==> config.mk <==
export PLATFORM = sky130hd
export DESIGN_NAME = ceespu_execute_mc
export DESIGN_NICKNAME = d
export VERILOG_FILES = /design/src/rtl/ceespu_execute_mc.sv
export SDC_FILE = /design/constraint.sdc
export NUM_CORES = 1
export LEC_CHECK = 0
export CAP_MARGIN = 20
export CORE_MARGIN = 1
export CORE_UTILIZATION = 34
export CTS_CLUSTER_DIAMETER = 40
export DETAILED_ROUTE_END_ITERATION = 10
export GPL_TIMING_DRIVEN = 0
export PLACE_DENSITY = 0.53
export SYNTH_ARGS = -nofsm -noshare
export SYNTH_HDL_FRONTEND = slang
export SYNTH_SLANG_ARGS = --single-unit
export TNS_END_PERCENT = 1
==> constraint.sdc <==
create_clock -name I_clk -period 6.29 [get_ports I_clk]
set_input_delay 0.629 -clock I_clk [delete_from_list [all_inputs] [get_ports I_clk]]
set_output_delay 0.629 -clock I_clk [all_outputs]
set_load 0.02 [all_outputs]
==> src/rtl/ceespu_execute_mc.sv <==
// rtl/ceespu_execute_mc.sv - CEESPU execute stage: ALU, branch compare, load align, carry flag, iterative multiplier
module ceespu_execute_mc #(
    parameter int DW  = 32,
    parameter int PCW = 14,
    parameter int MRB = 1
) (
    input  logic           I_clk,
    input  logic           I_rst,
    input  logic           I_valid,
    input  logic           I_flush,
    input  logic [4:0]     I_selD,
    input  logic           I_we,
    input  logic [3:0]     I_aluop,
    input  logic [1:0]     I_selCin,
    input  logic           I_branch,
    input  logic [2:0]     I_branchop,
    input  logic [1:0]     I_selWb,
    input  logic [DW-1:0]  I_dataA,
    input  logic [DW-1:0]  I_dataB,
    input  logic [DW-1:0]  I_memA,
    input  logic [3:0]     I_selMem,
    input  logic [PCW-1:0] I_PC,
    output logic           O_stall,
    output logic           O_valid,
    output logic [4:0]     O_selD,
    output logic           O_we,
    output logic [DW-1:0]  O_dataD,
    output logic           O_branch
);

    localparam int N  = DW / MRB;
    localparam int SW = $clog2(DW);
    localparam int CW = $clog2(N + 1);

    typedef enum logic [1:0] {S_IDLE, S_MUL, S_DONE} state_t;

    state_t          state;
    logic            c_flag;
    logic [CW-1:0]   cnt;
    logic [2*DW-1:0] acc;
    logic [2*DW-1:0] mcand;
    logic [2*DW-1:0] acc_next;
    logic [DW-1:0]   mplier;
    logic            mul_hi;

    logic            is_mul;
    logic            is_addsub;
    logic            cin;
    logic [DW-1:0]   alu_b;
    logic [DW:0]     sum;
    logic [SW-1:0]   shamt;
    logic [DW-1:0]   alu_res;
    logic [DW-1:0]   ld_val;
    logic [DW-1:0]   wb_val;
    logic            cond;
    logic [31:0]     mem_w;
    logic            ld_fill;

    assign is_mul    = (I_aluop == 4'd8) || (I_aluop == 4'd9);
    assign is_addsub = (I_aluop == 4'd0) || (I_aluop == 4'd1);
    assign alu_b     = (I_aluop == 4'd1) ? ~I_dataB : I_dataB;
    assign sum       = {1'b0, I_dataA} + {1'b0, alu_b} + {{DW{1'b0}}, cin};
    assign shamt     = I_dataB[SW-1:0];
    assign mem_w     = I_memA[31:0];

    // Carry-in source selection
    always_comb begin
        cin = 1'b0;
        case (I_selCin)
            2'd0: cin = 1'b0;
            2'd1: cin = c_flag;
            2'd2: cin = ~c_flag;
            2'd3: cin = 1'b1;
            default: cin = 1'b0;
        endcase
    end

    // Single-cycle ALU result; multiply opcodes produce their result through the FSM
    always_comb begin
        alu_res = '0;
        case (I_aluop)
            4'd0, 4'd1: alu_res = sum[DW-1:0];
            4'd2: alu_res = I_dataA & I_dataB;
            4'd3: alu_res = I_dataA | I_dataB;
            4'd4: alu_res = I_dataA ^ I_dataB;
            4'd5: alu_res = I_dataA << shamt;
            4'd6: alu_res = I_dataA >> shamt;
            4'd7: alu_res = $unsigned($signed(I_dataA) >>> shamt);
            default: alu_res = '0;
        endcase
    end

    // Load aligner: fill with the sign bit first, then overlay the selected lane
    always_comb begin
        ld_fill = 1'b0;
        if (I_selMem[2])
            ld_fill = I_selMem[3] & mem_w[8*I_selMem[1:0] + 7];
        else if (I_selMem[1])
            ld_fill = I_selMem[3] & mem_w[16*I_selMem[0] + 15];
        else
            ld_fill = I_selMem[3] & mem_w[31];
        ld_val = {DW{ld_fill}};
        if (I_selMem[2])
            ld_val[7:0] = mem_w[8*I_selMem[1:0] +: 8];
        else if (I_selMem[1])
            ld_val[15:0] = mem_w[16*I_selMem[0] +: 16];
        else
            ld_val[31:0] = mem_w;
    end

    // Writeback source mux; the link value is PC+1 after zero extension, so it may exceed PCW bits
    always_comb begin
        wb_val = '0;
        case (I_selWb)
            2'd0: wb_val = alu_res;
            2'd1: wb_val = ld_val;
            2'd2: wb_val = {{(DW-PCW){1'b0}}, I_PC} + {{(DW-1){1'b0}}, 1'b1};
            2'd3: wb_val = I_dataB;
            default: wb_val = '0;
        endcase
    end

    // Branch condition evaluation
    always_comb begin
        cond = 1'b0;
        case (I_branchop)
            3'd0: cond = (I_dataA == I_dataB);
            3'd1: cond = (I_dataA != I_dataB);
            3'd2: cond = (I_dataA < I_dataB);
            3'd3: cond = (I_dataA >= I_dataB);
            3'd4: cond = ($signed(I_dataA) < $signed(I_dataB));
            3'd5: cond = ($signed(I_dataA) >= $signed(I_dataB));
            3'd6: cond = c_flag;
            3'd7: cond = 1'b1;
            default: cond = 1'b0;
        endcase
    end

    // One shift-add step retiring MRB multiplier bits
    always_comb begin
        acc_next = acc;
        for (int j = 0; j < MRB; j++) begin
            if (mplier[j])
                acc_next = acc_next + (mcand << j);
        end
    end

    // Stall covers the launch cycle in IDLE plus every MUL cycle
    assign O_stall  = (state == S_MUL) ||
                      ((state == S_IDLE) && I_valid && is_mul && !I_flush);
    assign O_branch = I_valid & I_branch & cond & ~I_flush & ~O_stall;

    // Stage registers, carry flag and multiply FSM
    always_ff @(posedge I_clk) begin
        if (!I_rst) begin
            state   <= S_IDLE;
            c_flag  <= 1'b0;
            cnt     <= '0;
            acc     <= '0;
            mcand   <= '0;
            mplier  <= '0;
            mul_hi  <= 1'b0;
            O_valid <= 1'b0;
            O_we    <= 1'b0;
            O_selD  <= '0;
            O_dataD <= '0;
        end else begin
            case (state)
                S_IDLE: begin
                    if (I_valid && !I_flush && is_mul) begin
                        mcand   <= {{DW{1'b0}}, I_dataA};
                        mplier  <= I_dataB;
                        acc     <= '0;
                        cnt     <= CW'(N);
                        mul_hi  <= (I_aluop == 4'd9);
                        state   <= S_MUL;
                        O_valid <= 1'b0;
                        O_we    <= 1'b0;
                    end else if (I_valid && !I_flush) begin
                        O_valid <= 1'b1;
                        O_we    <= I_we;
                        O_selD  <= I_selD;
                        O_dataD <= wb_val;
                        if (is_addsub)
                            c_flag <= sum[DW];
                    end else begin
                        O_valid <= 1'b0;
                        O_we    <= 1'b0;
                    end
                end
                S_MUL: begin
                    O_valid <= 1'b0;
                    O_we    <= 1'b0;
                    if (I_flush) begin
                        state <= S_IDLE;
                    end else begin
                        acc    <= acc_next;
                        mcand  <= mcand << MRB;
                        mplier <= mplier >> MRB;
                        cnt    <= cnt - CW'(1);
                        if (cnt == CW'(1))
                            state <= S_DONE;
                    end
                end
                S_DONE: begin
                    if (I_flush) begin
                        O_valid <= 1'b0;
                        O_we    <= 1'b0;
                    end else begin
                        O_valid <= 1'b1;
                        O_we    <= I_we;
                        O_selD  <= I_selD;
                        O_dataD <= mul_hi ? acc[2*DW-1:DW] : acc[DW-1:0];
                    end
                    state <= S_IDLE;
                end
                default: state <= S_IDLE;
            endcase
        end
    end

endmodule

==> run metrics <==
P per Cell Area=between 200 and 250 mW/mm²; Logic pwr share=0.269; H-tree depth=2; asr flop ratio synth=0; synthesized flop and latch total=approximately 210; ANT cells=0; pre-CTS WS=-1.47 ns; CTS sink cnt=~210; clock skew=roughly 0.05 ns; P_sw=around 1800 µW; Mapped Cells=between 2000 and 3000; setup violators final=0; predominant post-synthesis flop cell=dfxtp_1; peak supply drop=~220 µV; final core area utilization=0.416; vias in the first global route=23500; RSZ-0062 raised after global routing=no; warnings from Yosys=0; DIE WIDTH=approximately 260 µm; Finished Layout Cells=around 4000; Port Buf Inserts=~180; Critical Path End Type=flip-flop; initial DRC count=roughly 2600; hold crit path type=flip-flop to flip-flop; Worst-Margin Slew=~1.1 ns; 1st-pass router iterations=7; GRT Resource Usage Total=0.343; Max FO, Critical Path=10; Synth Net Count=~3200; core footprint=approximately 0.063 mm²; clock network power share=0.469; P_int=about 3500 µW; post-DP HPWL=approximately 95000 µm; layout cells sized above 1=0.0686; DR vias=24500; IO Pins=177; DRT Wirelength=approximately 120000 µm; fin. max-slew vios=0; Final nets=3392; die area=about 0.065 mm²; crit path kind=input port to flip-flop; status=finished clean; CP Launch Type=input port; Fillers=6529; Fmax achieved=around 160 MHz; initial core utilization=0.346; min Tclk post-route=roughly 6.2 ns; Setup TNS=0 ns; Rel. slew slack=0.243; first-pass GRT wire length=between 150000 and 200000 µm; Vias/cell=~6.2; Num CTS Buffers=46; sequential share of the synthesized area=0.191; max cap viols=0; die height=~260 µm; syn avg cell area=about 7.7 µm²; period utilization=0.991; Seq pwr share=0.263; drc violations=0; largest net degree at the start of global routing=21; setup slack, reg-to-reg=between 1.5 and 2 ns; CP required=6.73 ns; Root Driver=clkbuf_16; GR Overflow Total=0; initial antenna violation count=3; Worst-path clk slew=about 0.05 ns; P&R area growth vs syn=20.4%; DRT antenna net count=0; wire per inst=about 30 µm; Hold Vio Cnt, Final=0; Synth cell types=88; fraction of power spent switching nets=0.345; Worst EP arrival=about 6.7 ns; CTS max path bufs=3; Placed Instances=roughly 3900; routability cong.=between 1 and 1.5; post-synthesis cell area=between 0.02 and 0.025 mm²; # rows=92; leakage=between 0.01 and 0.015 µW; EDFF count, synth=0; worst skew pair latency=roughly 0.6 ns; CTS tree=done; PnR worst setup slack=0.0542 ns
placed cells by master, fill, tap and decap left out, types with 17 or more instances in the layout:
cell	count
a211oi_1	58
a21boi_0	59
a21o_1	60
a21oi_1	214
a221oi_1	31
a31oi_1	31
and2_1	28
and3_1	25
buf_1	20
clkbuf_1	173
clkbuf_16	46
clkdlybuf4s50_1	176
dfxtp_1	209
ha_1	198
inv_1	102
mux2i_1	80
mux4_2	67
nand2_1	309
nand2b_1	18
nand3_1	144
nand4_1	22
nor2_1	193
nor2b_1	18
nor3_1	36
o211a_1	62
o211ai_1	100
o21ai_0	188
o21bai_1	25
o22ai_1	18
or3_1	17
xnor2_1	86
xor2_1	39
state kept, by name, indices dropped and copies added (netlist names):
signal / cells
O_dataD: 32
O_selD: 5
O_valid: 1
O_we: 1
acc: 64
c_flag: 1
cnt: 6
mcand: 64
mplier: 32
mul_hi: 1
state: 2
cells in the mapped netlist (all sizes together), types with 67 or more instances:
cell type / instances / area (µm²)
dfxtp: 209 / 4180
ha: 198 / 2480
nand2: 309 / 1160
inv: 103 / 387
a21oi: 215 / 1080
clkbuf: 174 / 653
o211ai: 101 / 763
nand3: 144 / 721
o21ai: 194 / 982
mux4: 67 / 1510
mux2i: 80 / 801
nor2: 194 / 728
xnor2: 86 / 753
routing by layer:
| layer | share of wire | wire, µm | global-route usage | up-vias |
|---|---|---|---|---|
| met5 | 0.00011 | 13 | 0 | - |
| met4 | 0.062 | 7150 | 0.190 | 2 |
| met3 | 0.078 | 9040 | 0.0599 | 289 |
| met2 | 0.46 | 53000 | 0.561 | 1288 |
| met1 | 0.40 | 46800 | 0.426 | 11900 |
| li1 | - | - | - | 11000 |
final timing paths:
kind,from,endpoint,depth (start not counted)
setup reg to reg,c_flag,O_dataD[28],15
hold / removal,O_selD[2],O_selD[2],2
hold reg to reg,O_selD[2],O_selD[2],2
setup / recovery,I_aluop[3],O_dataD[28],21
power by group through the flow:
stage,Combinational (µW),Clock [µW],Sequential [µW]
floorplan,745,0,1430
global placement,1370,0,1420
detailed placement,1370,0,1420
CTS,1370,2510,1390
global route,1480,2580,1400
finish,1420,2490,1390
timing repair:
item / CTS / global route
gates resized for setup: 9 / 4
hold buffers: 0 / 0
pin swaps: 0 / 1
buffers inserted: 0 / 1
endpoints found under the setup margin: 16 / 3
final cells by class:
| type | instances | area [µm²] | share of cell area |
|---|---|---|---|
| buffer | 216 | 890 | 0.0337 |
| tap | 846 | 1060 | 0.0401 |
| timing repair buffer | 181 | 1800 | 0.0683 |
| clock inverter | 31 | 383 | 0.0145 |
| sequential | 209 | 4180 | 0.159 |
| clock buffer | 54 | 1210 | 0.0459 |
| multi-input combinational | 2295 | 16500 | 0.624 |
| inverter | 106 | 399 | 0.0151 |
worst max-delay path: stages:
cell             delay [ns]
clkdlybuf4s50_1        0.56
clkbuf_2               0.38
or3_1                  0.16
clkbuf_1               0.47
clkbuf_2               0.51
nor2_4                 0.14
xnor2_1                0.18
fa_1                   0.48
inv_1                  0.10
fa_1                   0.21
nand2b_1               0.14
a21oi_1                0.11
o41ai_1                0.39
buf_2                  0.28
a21oi_1                0.09
or3b_4                 0.47
a311oi_1               0.28
xor2_1                 0.34
nor2_1                 0.10
o41ai_2                0.50
a21oi_1                0.14
cells by family after synthesis:
group	Yosys count	share of synthesized area
AO/OA/AOI/OAI	964	0.299
XOR/XNOR	125	0.0500
adder cells (fa/ha/maj)	201	0.116
buffers and inverters	324	0.0586
flip-flops	209	0.191
multiplexers	150	0.107
AND/OR/NAND/NOR	855	0.179
metrics by stage:
stage               cell area, µm²  hold WS, ns  power, µW
floorplan                    21900        0.444       2180
global placement             24700        0.459       2790
detailed placement           24800        0.469       2790
CTS                          26400        0.472       5280
global route                 26400        0.507       5450
finish                       26400        0.471       5310
(Power assumes the default switching activity.)
